<file path="src/rtl/mux8_rr_arbiter_pkg.sv">
// Shared constants, state encoding and helpers for the 8-way round-robin mux arbiter.
package mux8_rr_arbiter_pkg;

  localparam int N_REQ        = 8;
  localparam int SEL_W        = 3;
  localparam int HOLD_MAX_DEF = 4;

  typedef enum logic [1:0] {
    IDLE    = 2'b00,
    GRANT   = 2'b01,
    RELEASE = 2'b10
  } state_t;

  function automatic logic [N_REQ-1:0] onehot(input logic [SEL_W-1:0] sel);
    logic [N_REQ-1:0] oh;
    oh      = '0;
    oh[sel] = 1'b1;
    return oh;
  endfunction

endpackage

</file>
<file path="src/rtl/mux8_rr_arbiter_if.sv">
// Request/data/grant bundle between the requesters (master) and the arbiter (slave).
interface mux8_rr_arbiter_if;
  import mux8_rr_arbiter_pkg::*;

  logic [N_REQ-1:0] req;
  logic [N_REQ-1:0] I;
  logic [N_REQ-1:0] gnt;
  logic [SEL_W-1:0] S;
  logic             Y;
  logic             valid;
  logic             busy;

  modport master (
    output req, I,
    input  gnt, S, Y, valid, busy
  );

  modport slave (
    input  req, I,
    output gnt, S, Y, valid, busy
  );

endinterface

</file>
<file path="src/rtl/mux8_rr_arbiter_rr_pick8.sv">
// Round-robin pick: first asserted request scanning from ptr upward, wrapping 7 -> 0.
module rr_pick8
  import mux8_rr_arbiter_pkg::*;
(
  input  logic [N_REQ-1:0] req,
  input  logic [SEL_W-1:0] ptr,
  output logic [SEL_W-1:0] idx,
  output logic             any
);

  logic [N_REQ-1:0] rot;
  logic [SEL_W-1:0] off;

  // Rotate so that bit 0 of rot is the request at ptr.
  always_comb begin
    rot = '0;
    for (int i = 0; i < N_REQ; i++) begin
      rot[i] = req[SEL_W'(i) + ptr];
    end
  end

  // Priority-encode the lowest asserted rotated bit; scanning downward leaves the lowest one.
  always_comb begin
    off = '0;
    for (int i = N_REQ - 1; i >= 0; i--) begin
      if (rot[i]) off = SEL_W'(i);
    end
  end

  // Un-rotate: offset from ptr wraps naturally in SEL_W bits.
  assign idx = ptr + off;
  assign any = |req;

endmodule

</file>
<file path="src/rtl/mux8_rr_arbiter.sv">
// Round-robin arbiter sharing one 8:1 single-bit mux among 8 requesters, with a
// hold counter that caps an owner's tenure while anyone else is waiting.
//
//   state   | meaning
//   --------+-----------------------------------------------------------
//   IDLE    | no owner, gnt=0, valid dropped
//   GRANT   | one owner, I[S] sampled into Y every cycle, cnt advancing
//   RELEASE | one-cycle turnaround bubble, gnt=0, Y/valid from last grant
module mux8_rr_arbiter
  import mux8_rr_arbiter_pkg::*;
#(
  parameter int HOLD_MAX = HOLD_MAX_DEF,
  parameter int CNT_W    = 3
) (
  input  logic             clk,
  input  logic             rst_n,
  mux8_rr_arbiter_if.slave bus
);

  state_t           state_q, state_d;
  logic [SEL_W-1:0] ptr_q, ptr_d;
  logic [CNT_W-1:0] cnt_q, cnt_d;
  logic [N_REQ-1:0] gnt_q, gnt_d;
  logic [SEL_W-1:0] s_q, s_d;
  logic             y_q, y_d;
  logic             valid_q, valid_d;

  logic [SEL_W-1:0] pick_idx;
  logic             pick_any;
  logic             owner_req;
  logic             others_pending;
  logic             at_limit;

  rr_pick8 u_pick (
    .req (bus.req),
    .ptr (ptr_q),
    .idx (pick_idx),
    .any (pick_any)
  );

  assign owner_req      = bus.req[s_q];
  assign others_pending = |(bus.req & ~onehot(s_q));
  assign at_limit       = (cnt_q == CNT_W'(HOLD_MAX - 1));

  // Next-state and next-output decode; every register holds unless a state says otherwise.
  always_comb begin
    state_d = state_q;
    ptr_d   = ptr_q;
    cnt_d   = cnt_q;
    gnt_d   = gnt_q;
    s_d     = s_q;
    y_d     = y_q;
    valid_d = valid_q;

    case (state_q)
      IDLE: begin
        if (pick_any) begin
          gnt_d   = onehot(pick_idx);
          s_d     = pick_idx;
          cnt_d   = '0;
          state_d = GRANT;
        end
      end

      GRANT: begin
        y_d     = bus.I[s_q];
        valid_d = 1'b1;
        cnt_d   = at_limit ? '0 : cnt_q + CNT_W'(1);
        // Owner dropping and hold expiry collapse into one release.
        if (!owner_req || (at_limit && others_pending)) begin
          gnt_d   = '0;
          ptr_d   = s_q + SEL_W'(1);
          state_d = RELEASE;
        end
      end

      RELEASE: begin
        if (pick_any) begin
          gnt_d   = onehot(pick_idx);
          s_d     = pick_idx;
          cnt_d   = '0;
          state_d = GRANT;
        end else begin
          valid_d = 1'b0;
          state_d = IDLE;
        end
      end

      default: begin
        gnt_d   = '0;
        valid_d = 1'b0;
        state_d = IDLE;
      end
    endcase
  end

  // State, pointer, counter and output registers, cleared asynchronously.
  always_ff @(posedge clk or negedge rst_n) begin
    if (!rst_n) begin
      state_q <= IDLE;
      ptr_q   <= '0;
      cnt_q   <= '0;
      gnt_q   <= '0;
      s_q     <= '0;
      y_q     <= 1'b0;
      valid_q <= 1'b0;
    end else begin
      state_q <= state_d;
      ptr_q   <= ptr_d;
      cnt_q   <= cnt_d;
      gnt_q   <= gnt_d;
      s_q     <= s_d;
      y_q     <= y_d;
      valid_q <= valid_d;
    end
  end

  assign bus.gnt   = gnt_q;
  assign bus.S     = s_q;
  assign bus.Y     = y_q;
  assign bus.valid = valid_q;
  assign bus.busy  = (state_q != IDLE);

endmodule
</file>
<file path="src/flat_wrapper.sv">
// flat-port wrapper written by rule: the top's interface ports become plain ports
module mux8_rr_arbiter_flat import mux8_rr_arbiter_pkg::*;
#(
  parameter int HOLD_MAX = HOLD_MAX_DEF,
  parameter int CNT_W    = 3
)
  (clk, rst_n, bus_req, bus_I, bus_gnt, bus_S, bus_Y, bus_valid, bus_busy);
  mux8_rr_arbiter_if bus_i ();
  input  logic clk;
  input  logic rst_n;
  input wire logic [$bits(bus_i.req)-1:0] bus_req;
  input wire logic [$bits(bus_i.I)-1:0] bus_I;
  output wire logic [$bits(bus_i.gnt)-1:0] bus_gnt;
  output wire logic [$bits(bus_i.S)-1:0] bus_S;
  output wire logic [$bits(bus_i.Y)-1:0] bus_Y;
  output wire logic [$bits(bus_i.valid)-1:0] bus_valid;
  output wire logic [$bits(bus_i.busy)-1:0] bus_busy;
  assign bus_i.req = bus_req;
  assign bus_i.I = bus_I;
  assign bus_gnt = bus_i.gnt;
  assign bus_S = bus_i.S;
  assign bus_Y = bus_i.Y;
  assign bus_valid = bus_i.valid;
  assign bus_busy = bus_i.busy;
  mux8_rr_arbiter #(.HOLD_MAX(HOLD_MAX), .CNT_W(CNT_W)) u_core (.clk(clk), .rst_n(rst_n), .bus(bus_i));
endmodule
</file>
<file path="config.mk">
export PLATFORM = sky130hd
export DESIGN_NAME = mux8_rr_arbiter_flat
export DESIGN_NICKNAME = d
export VERILOG_FILES = /design/src/rtl/mux8_rr_arbiter_pkg.sv /design/src/rtl/mux8_rr_arbiter_if.sv /design/src/rtl/mux8_rr_arbiter_rr_pick8.sv /design/src/rtl/mux8_rr_arbiter.sv /design/src/flat_wrapper.sv
export SDC_FILE = /design/constraint.sdc
export NUM_CORES = 1
export LEC_CHECK = 0
export BUFFER_PORTS_ARGS = -buffer_cell sky130_fd_sc_hd__buf_4
export CAP_MARGIN = 5
export CORE_ASPECT_RATIO = 1.1
export CORE_MARGIN = 3
export CORE_UTILIZATION = 50
export CTS_BUF_LIST = sky130_fd_sc_hd__clkbuf_8
export CTS_CLUSTER_DIAMETER = 120
export CTS_CLUSTER_SIZE = 20
export DETAILED_ROUTE_END_ITERATION = 10
export MAX_ROUTING_LAYER = met4
export PLACE_DENSITY = 0.76
export SYNTH_ARGS = -nofsm -noshare
export SYNTH_HDL_FRONTEND = slang
export SYNTH_SLANG_ARGS = --single-unit
</file>
<file path="constraint.sdc">
create_clock -name clk -period 4 [get_ports clk]
set_input_delay 0.4 -clock clk [delete_from_list [all_inputs] [get_ports clk]]
set_output_delay 0.4 -clock clk [all_outputs]
set_load 0.02 [all_outputs]
</file>
==> summary.md, run 1 <==
| Metric | Value |
|---|---|
| I/O pin count | `32` |
| Die Wd | `about 65 um` |
| # rows | `23` |
| Critical path fanouts, max | `9` |
| R2R Path Start | `u_core.ptr_q[1]` |
| Synth Register Bits | `21` |
| Max Clock Skew | `0.9888 ps` |
| Post-synthesis mux area share | `23.89%` |
| Synth Warn # | `0` |
| Setup TNS | `0 ps` |
| Starting Density | `52.62%` |
| Most common cell after layout, fill and taps aside | `buf_4` |
| Avg WL per Cell | `around 15 um` |
| Register area share after synthesis | `a little over a quarter` |
| Total gr overflow | `0` |
| Clock sink count | `21` |
| Vias in the first global route | `1,596` |
| Syn Std Cell Area | `roughly 1900 um^2` |
| Bufs on Longest Clock Path | `2` |
| Layout Nets | `253` |
| Synth Area per Inst | `9.642 um^2` |
| F_max | `approximately 270 MHz` |
| Dpl hpwl | `3134 um` |
| Path type of the worst setup path | `register to register` |
| CTS clk-pin slew, worst paths | `70 ps` |
| Final hold viol count | `0` |
| Clk root buf | `clkbuf_8` |
| Slew headroom | `between 40% and 50%` |
| CP Capture Point | `u_core.bus.gnt[4]` |
| CP arrival | `just under 4000 ps` |
| Synthesized net count | `225` |
| Yosys top cell area share | `27.11%` |
| Fillers | `between 300 and 400` |
| P per Cell Area | `just under 1000 nW/um^2` |
| Post-CTS Setup Bufs | `0` |
| Status | `completed` |
| IO Port Bufs | `31` |
| LEAKAGE | `0.9398 nW` |
| RSZ-0062 raised after global routing | `no` |
| Synth Instances | `between 200 and 250` |
| Maximum vdd ir drop | `approximately 500 uV` |
| WP data required | `4170 ps` |
| Synth top area cells | `dfrtp_1 (27%), mux4_2 (9.3%), mux2i_1 (5.7%)` |
| Distinct cell type count after synthesis | `51` |
| First-pass GRT wire length | `~7400 um` |
| Setup crit start kind | `register` |
| Pre-Repair DR Iteration Count | `4` |
| Largest family of logic cells by synthesized area | `multiplexers` |
| Final min period | `3746 ps` |
| GPL Wtd Cong | `roughly 0.84` |
| GR Util All Layers | `20.34%` |
| Clk_lat worst skew | `260 ps` |
| Via/cell ratio | `between 5 and 6` |
| Most frequent cells in the layout | `buf_4 (35), dfrtp_1 (21), nand2_1 (15), a21oi_1 (12), nand3_1 (12)` |
| Chip Height | `71.30 um` |
| H-tree depth | `1` |
| Worst Reg-to-Reg Cells | `10` |
| Final Hold Slack | `roughly 7.2 ps` |
| Tot Pwr | `2.243 mW` |
| Worst-Margin Slew | `895.0 ps` |
| RR Endpoint | `u_core.bus.gnt[4]` |
| Initial antenna violation count | `0` |
| Diodes inserted | `0` |
| Synth Area in Adders | `approximately 4.3%` |
| Core box area | `3684 um^2` |
| Worst setup EP type | `register` |
| Initial DRC count | `74` |
| Post-synthesis simple-gate area fraction | `between 20% and 30%` |
| Area Overhead vs Synth | `16.40%` |
| CTS buffer count | `3` |
| Synth Area in Compound Gates | `about 15%` |
| CP startpoint | `u_core.ptr_q[1]` |
| Max-slew violations | `0` |
| Max-cap violations | `0` |
| R2R setup slack | `250 ps` |
| Tcrit/Tclk final | `between 90% and 100%` |
| Layout cell share with drive strength beyond 1 | `31.14%` |
| Pin count of the biggest net entering global routing | `23` |
| Yosys top cell by area | `dfrtp_1` |
| # setup viols final | `0` |
| Drt drc | `0` |
| Vias | `around 1,600` |
| Drt total wl | `roughly 4200 um` |
| Die area | `between 4000 and 5000 um^2` |
| Post-DRT Antenna Nets | `0` |
| Hold WC Path Type | `primary input to asynchronous set/reset pin` |
| CTS tree | `built` |
| Synth Area in XOR/XNOR | `around 1.8%` |
==> cells by family (layout without fill, tap and decap cells) <==
| group | Yosys count | count (layout) |
|---|---|---|
| AOI/OAI and AO/OA | 39 | 39 |
| xor gates and xnor gates | 4 | 4 |
| adders and majority gates | 6 | 6 |
| buffers and inverters | 22 | 49 |
| DFF | 21 | 21 |
| muxes | 33 | 33 |
| and+or+nand+nor | 76 | 76 |
==> Yosys cell counts, drive strengths merged <==
master and count:
a21oi 12, a22oi 1, a31oi 2, a32o 1, and3 1, buf 5
clkbuf 7, dfrtp 21, fa 1, ha 5, inv 10, mux2 14
mux2i 11, mux4 8, nand2 16, nand2b 4, nand3 12, nand3b 6
nand4 2, nand4b 1, nor2 12, nor2b 3, nor3 4, nor3b 2
nor4 7, nor4b 2, o211ai 1, o21ai 6, o21bai 1, o221ai 8
o22ai 3, o31ai 1, o32a 2, o32ai 1, or2 2, or2b 1
or3b 1, xnor2 1, xor2 3
==> worst max-delay path, stage by stage, from the launching register on <==
cell      delay [ps]
dfrtp_1          450
inv_1            160
ha_2             470
mux2_4           330
mux4_2           530
o32a_1           350
o22ai_1          200
fa_1             560
nor4_1           380
o21ai_1          130
o221ai_1          90
==> report_power, final <==
| group | internal (mW) | total (mW) | switching [mW] |
|---|---|---|---|
| sequential | 0.290 | 0.431 | 0.141 |
| clock | 0.0684 | 0.135 | 0.0666 |
| combinational | 0.792 | 1.68 | 0.885 |
==> sequential cells by signal (all words and copies together), names as in the netlist <==
register          flops
u_core.ptr_q          3
u_core.bus.Y          1
u_core.state_q        2
u_core.bus.valid      1
u_core.bus.gnt        8
u_core.bus.S          3
u_core.cnt_q          3
==> area by class of cell <==
type | count | area (um^2) | share of cell area, %
multi-input cells | 158 | 1323 | 58.62
clock buffers | 3 | 41.29 | 1.830
inverters | 10 | 37.54 | 1.664
flip-flops and latches | 21 | 525.5 | 23.29
well taps | 50 | 62.56 | 2.773
clock inverters | 1 | 3.754 | 0.1664
repair buffers | 35 | 262.8 | 11.65
==> worst min path at each step <==
stage / startpoint / endpoint / slack (ps) / cells after the start
floorplan: rst_n / u_core.bus.S[0] / 100 / 0
global placement: rst_n / u_core.bus.gnt[4] / 300 / 1
detailed placement: rst_n / u_core.bus.gnt[4] / 300 / 1
CTS: rst_n / u_core.bus.gnt[4] / 10 / 1
global route: rst_n / u_core.bus.gnt[2] / 20 / 1
finish: rst_n / u_core.bus.gnt[2] / 7 / 1
==> layer usage <==
layer	global-route usage (%)	share of wire, %
met1	27.34	46
met2	31.95	50
met3	3.448	3.8
met4	5.530	0.96
met5	-	0
==> repair_timing <==
action	in CTS	in global routing
gates resized for setup	0	2
setup endpoints to repair	0	4
hold endpoints to repair	0	0
hold buffers	0	0
==> through the flow <==
step	setup slack [ps]	std cells	area, um^2	util (%)
after global routing	34.31	278	2256	61.24
after floorplan	414.4	201	1938	-
after global placement	301.2	274	2202	59.78
after detailed placement	208.6	274	2202	59.78
after CTS	194.9	278	2247	61.01
final	254.2	278	2256	61.24
No activity file was read; power rests on OpenSTA's default activity.
==> run 2: changes to the inputs <==
ABC_AREA = 1   (was default)
PLACE_DENSITY = 0.77   (was 0.76)
==> run 2 against run 1 <==
Compared with the run above:
- synthesized area shrank 13%
- total power shrank 18%
- maximum frequency grew 13%
- cell count grew 13%
- first-iteration DRC count shrank 9.5%
- worst setup slack gained 450 ps
- design area shrank 13%
- sequential power shrank 5.3%
- core utilization grew 1.7 points
- clock power is essentially flat
- clock skew grew 0.92 ps
- critical endpoint is now u_core.bus.gnt[6]
- largest cell class unchanged
- highest routed layer unchanged
==> summary.md, run 2 <==
| Metric | Value |
|---|---|
| Status | `completed` |
| CP max stage cell | `dfrtp_1` |
| Core box area | `3127 um^2 (-15%)` |
| Worst-Margin Slew | `442.5 ps (-452.5 ps)` |
| Non-Filler Instances | `313 (+13%)` |
| Register area share after synthesis | `31.27% (+4.2 points)` |
| Synth cell count leaders | `nand2_1 (82), nand3_1 (43), inv_1 (23), dfrtp_1 (21), nor2_1 (12)` |
| Clk root buf | `clkbuf_8` |
| Slew headroom | `70.50% (+30 points)` |
| Yosys top cell area share | `31.27% (+4.2 points)` |
| R2R Path Start | `u_core.ptr_q[0]` |
| Max-slew violations | `0 (unchanged)` |
| Drt drc | `0 (unchanged)` |
| R2R setup slack | `700 ps (+450 ps)` |
| Critical path fanouts, max | `12 (+3)` |
| GR Util All Layers | `21.45% (+1.1 points)` |
| Max-cap violations | `0 (unchanged)` |
| Starting Density | `53.74% (+1.1 points)` |
| Asr flop ratio synth | `100.0% (unchanged)` |
| Tcrit/Tclk final | `82.51% (-11 points)` |
| Most common cell after layout, fill and taps aside | `nand2_1` |
| I/O pin count | `32 (unchanged)` |
| WP depth | `20 (+10)` |
| Final instance area | `1968 um^2 (-13%)` |
| Post-CTS Setup Bufs | `0 (unchanged)` |
| Die Wd | `61.28 um (-6.3%)` |
| # rows | `21 (-8.7%)` |
| Top-count cell post-synth | `nand2_1` |
| Max Clock Skew | `1.910 ps (+0.9209 ps)` |
| Critical Path Max Stage Delay | `610 ps (+50 ps)` |
| Pre-Repair DR Iteration Count | `4 (unchanged)` |
| Most used cell, CP | `nand2_1` |
| Vias | `1,672 (+1.5%)` |
| Die area | `4093 um^2 (-12%)` |
| CP arrival | `3440 ps (-480 ps)` |
| Synthesized net count | `272 (+21%)` |
| Avg WL per Cell | `12.06 um (-20%)` |
| CP startpoint | `u_core.ptr_q[0]` |
| Synth Instances | `248 (+23%)` |
| F_max | `303.0 MHz (+13%)` |
| Post-DRT Antenna Nets | `0 (unchanged)` |
| Synth Flop Type | `dfrtp_1` |
| Worst setup EP type | `register` |
| Chip Height | `66.80 um (-6.3%)` |
| Path type of the worst setup path | `register to register` |
| Setup TNS | `0 ps (unchanged)` |
| GPL Wtd Cong | `0.8665 (+3.2%)` |
| Initial DRC count | `67 (-9.5%)` |
| Setup crit start kind | `register` |
| Diodes inserted | `0 (unchanged)` |
| Final hold viol count | `0 (unchanged)` |
| Final min period | `3300 ps (-445.5 ps)` |
| Synth top area cells | `dfrtp_1 (31%), nand2_1 (18%), nand3_1 (13%)` |
| Resize count post-CTS | `0 (unchanged)` |
| Yosys top cell by area | `dfrtp_1` |
| LEAKAGE | `1.096 nW (+17%)` |
| Distinct cell type count after synthesis | `32 (-37%)` |
| Crit path max-delay family | `adder cells` |
| Most frequent cells in the layout | `nand2_1 (82), nand3_1 (43), buf_4 (31), inv_1 (24), dfrtp_1 (21)` |
| First-pass GRT wire length | `6506 um (-12%)` |
| RSZ-0062 raised after global routing | `no` |
| H-tree depth | `1 (unchanged)` |
| Fillers | `289 (-18%)` |
| IO Port Bufs | `31 (unchanged)` |
| WP data required | `4140 ps (-30 ps)` |
| Final Hold Slack | `10.11 ps (+2.895 ps)` |
| Vias in the first global route | `1,498 (-6.1%)` |
| Maximum vdd ir drop | `446.2 uV (-12%)` |
| Largest register FFs | `8 (unchanged)` |
| Initial antenna violation count | `0 (unchanged)` |
| Dpl hpwl | `3044 um (-2.9%)` |
| CP Capture Point | `u_core.bus.gnt[6]` |
| Worst Reg-to-Reg Cells | `20 (+10)` |
| # setup viols final | `0 (unchanged)` |
| Worst path bufs/invs | `3 (+2)` |
| Finished Core Util | `62.95% (+1.7 points)` |
| CTS tree | `built` |
| Syn Std Cell Area | `1680 um^2 (-13%)` |
| Hold-fix buffers, CTS | `0 (unchanged)` |
| Hold WC Path Type | `primary input to asynchronous set/reset pin` |
| Total gr overflow | `0 (unchanged)` |
| Synth Register Bits | `21 (unchanged)` |
| Area Overhead vs Synth | `17.13%` |
| P per Cell Area | `932.0 nW/um^2 (-6.3%)` |
| EDFF count, synth | `0 (unchanged)` |
| CTS clk-pin slew, worst paths | `70 ps (about the same)` |
| Synth Area per Inst | `6.776 um^2 (-30%)` |
| Synth Warn # | `0 (unchanged)` |
| Crit path cell chain | `inv_4 -> ha_1 -> inv_1 -> nand3_1 -> nand3_1 -> nand2_1 -> nand3_1 -> nand2_1 -> nand2_1 -> nand2_1 -> nand2_1 -> a21boi_0 -> ha_1 -> fa_1 -> xor2_1 -> inv_1 -> nand3_4 -> nand2_4 -> nand3_1 -> nand2_1` |
| Drt total wl | `3776 um (-9.6%)` |
| Clock sink count | `21 (unchanged)` |
| CTS buffer count | `3 (unchanged)` |
| Dpl cells | `309 (+13%)` |
| Via/cell ratio | `5.342 (-9.9%)` |
| Placed instance area | `1923 um^2 (-13%)` |
| Clk_lat worst skew | `260 ps (about the same)` |
| Layout cell share with drive strength beyond 1 | `20.43% (-11 points)` |
| Pin count of the biggest net entering global routing | `22 (-4.3%)` |
| Bufs on Longest Clock Path | `2 (unchanged)` |
| RR Endpoint | `u_core.bus.gnt[6]` |
| Layout Nets | `304 (+20%)` |
[run 2: cell count changes after synthesis, sizes merged, moves of 8 or more]
cell    delta
inv       +19
nand3     +32
o221ai     -8
nand2     +77
mux2      -14
mux2i     -11
mux4       -8
[run 2: cell type report]
type	instances	area, um^2	share of cell area (%)
multi-input combinational	193	1007	51.18
sequential	21	525.5	26.70
timing repair buffer	31	232.7	11.82
inverter	30	115.1	5.849
tap	34	42.54	2.161
clock buffer	3	41.29	2.098
clock inverter	1	3.754	0.1907
[run 2: worst min-delay path by stage]
stage                              to   from  slack, ps  cells after the start
global placement    u_core.bus.gnt[0]  rst_n        290                      1
global route        u_core.bus.gnt[0]  rst_n         20                      1
CTS                 u_core.bus.gnt[0]  rst_n         10                      1
detailed placement  u_core.bus.gnt[0]  rst_n        290                      1
floorplan             u_core.bus.S[0]  rst_n        100                      0
finish              u_core.bus.gnt[1]  rst_n         10                      1
[run 2: routing by layer]
metal  global-route usage [%]  vias up  share of wire (%)
li1                         -      872                  -
met1                    27.35      762                 46
met2                    35.71       36                 50
met3                    4.070        2                3.4
met4                    3.252        0               0.26
met5                        -        -                  0
[run 2: cell families (layout without fill, tap and decap cells)]
group                    count (synthesis)  in the layout  synth area share, %
flip-flops                              21             21                31.27
XOR/XNOR                                 6              6                3.128
adder cells (fa/ha/maj)                  6              6                4.914
buffers and inverters                   34             65                8.786
AO/OA/AOI/OAI                           21             21                7.447
AND/OR/NAND/NOR                        160            160                44.45
[run 2: power by group]
part | switching [mW] | leakage [nW] | total, mW | internal [mW]
sequential | 0.115 | 0.269 | 0.408 | 0.293
clock | 0.0657 | 0.0269 | 0.134 | 0.0683
combinational | 0.829 | 0.800 | 1.29 | 0.463
total | 1.01 | 1.10 | 1.83 | 0.824
[run 2: worst reg2reg max path, stage by stage (launching register included)]
cell      delay [ps]
dfrtp_1          610
inv_4            110
ha_1             380
inv_1            130
nand3_1          110
nand3_1           90
nand2_1          100
nand3_1           80
nand2_1           50
nand2_1           50
nand2_1           50
nand2_1           50
a21boi_0          70
ha_1             190
fa_1             370
xor2_1           270
inv_1            120
nand3_4          140
nand2_4           70
nand3_1           70
nand2_1           70
[run 2: metrics by stage]
| stage | total power, mW | worst slack (ps) |
|---|---|---|
| floorplan | 1.425 | 1077 |
| global placement | 1.675 | 835.7 |
| detailed placement | 1.702 | 736.7 |
| CTS | 1.840 | 716.4 |
| global route | 2.059 | 373.3 |
| finish | 1.834 | 699.7 |
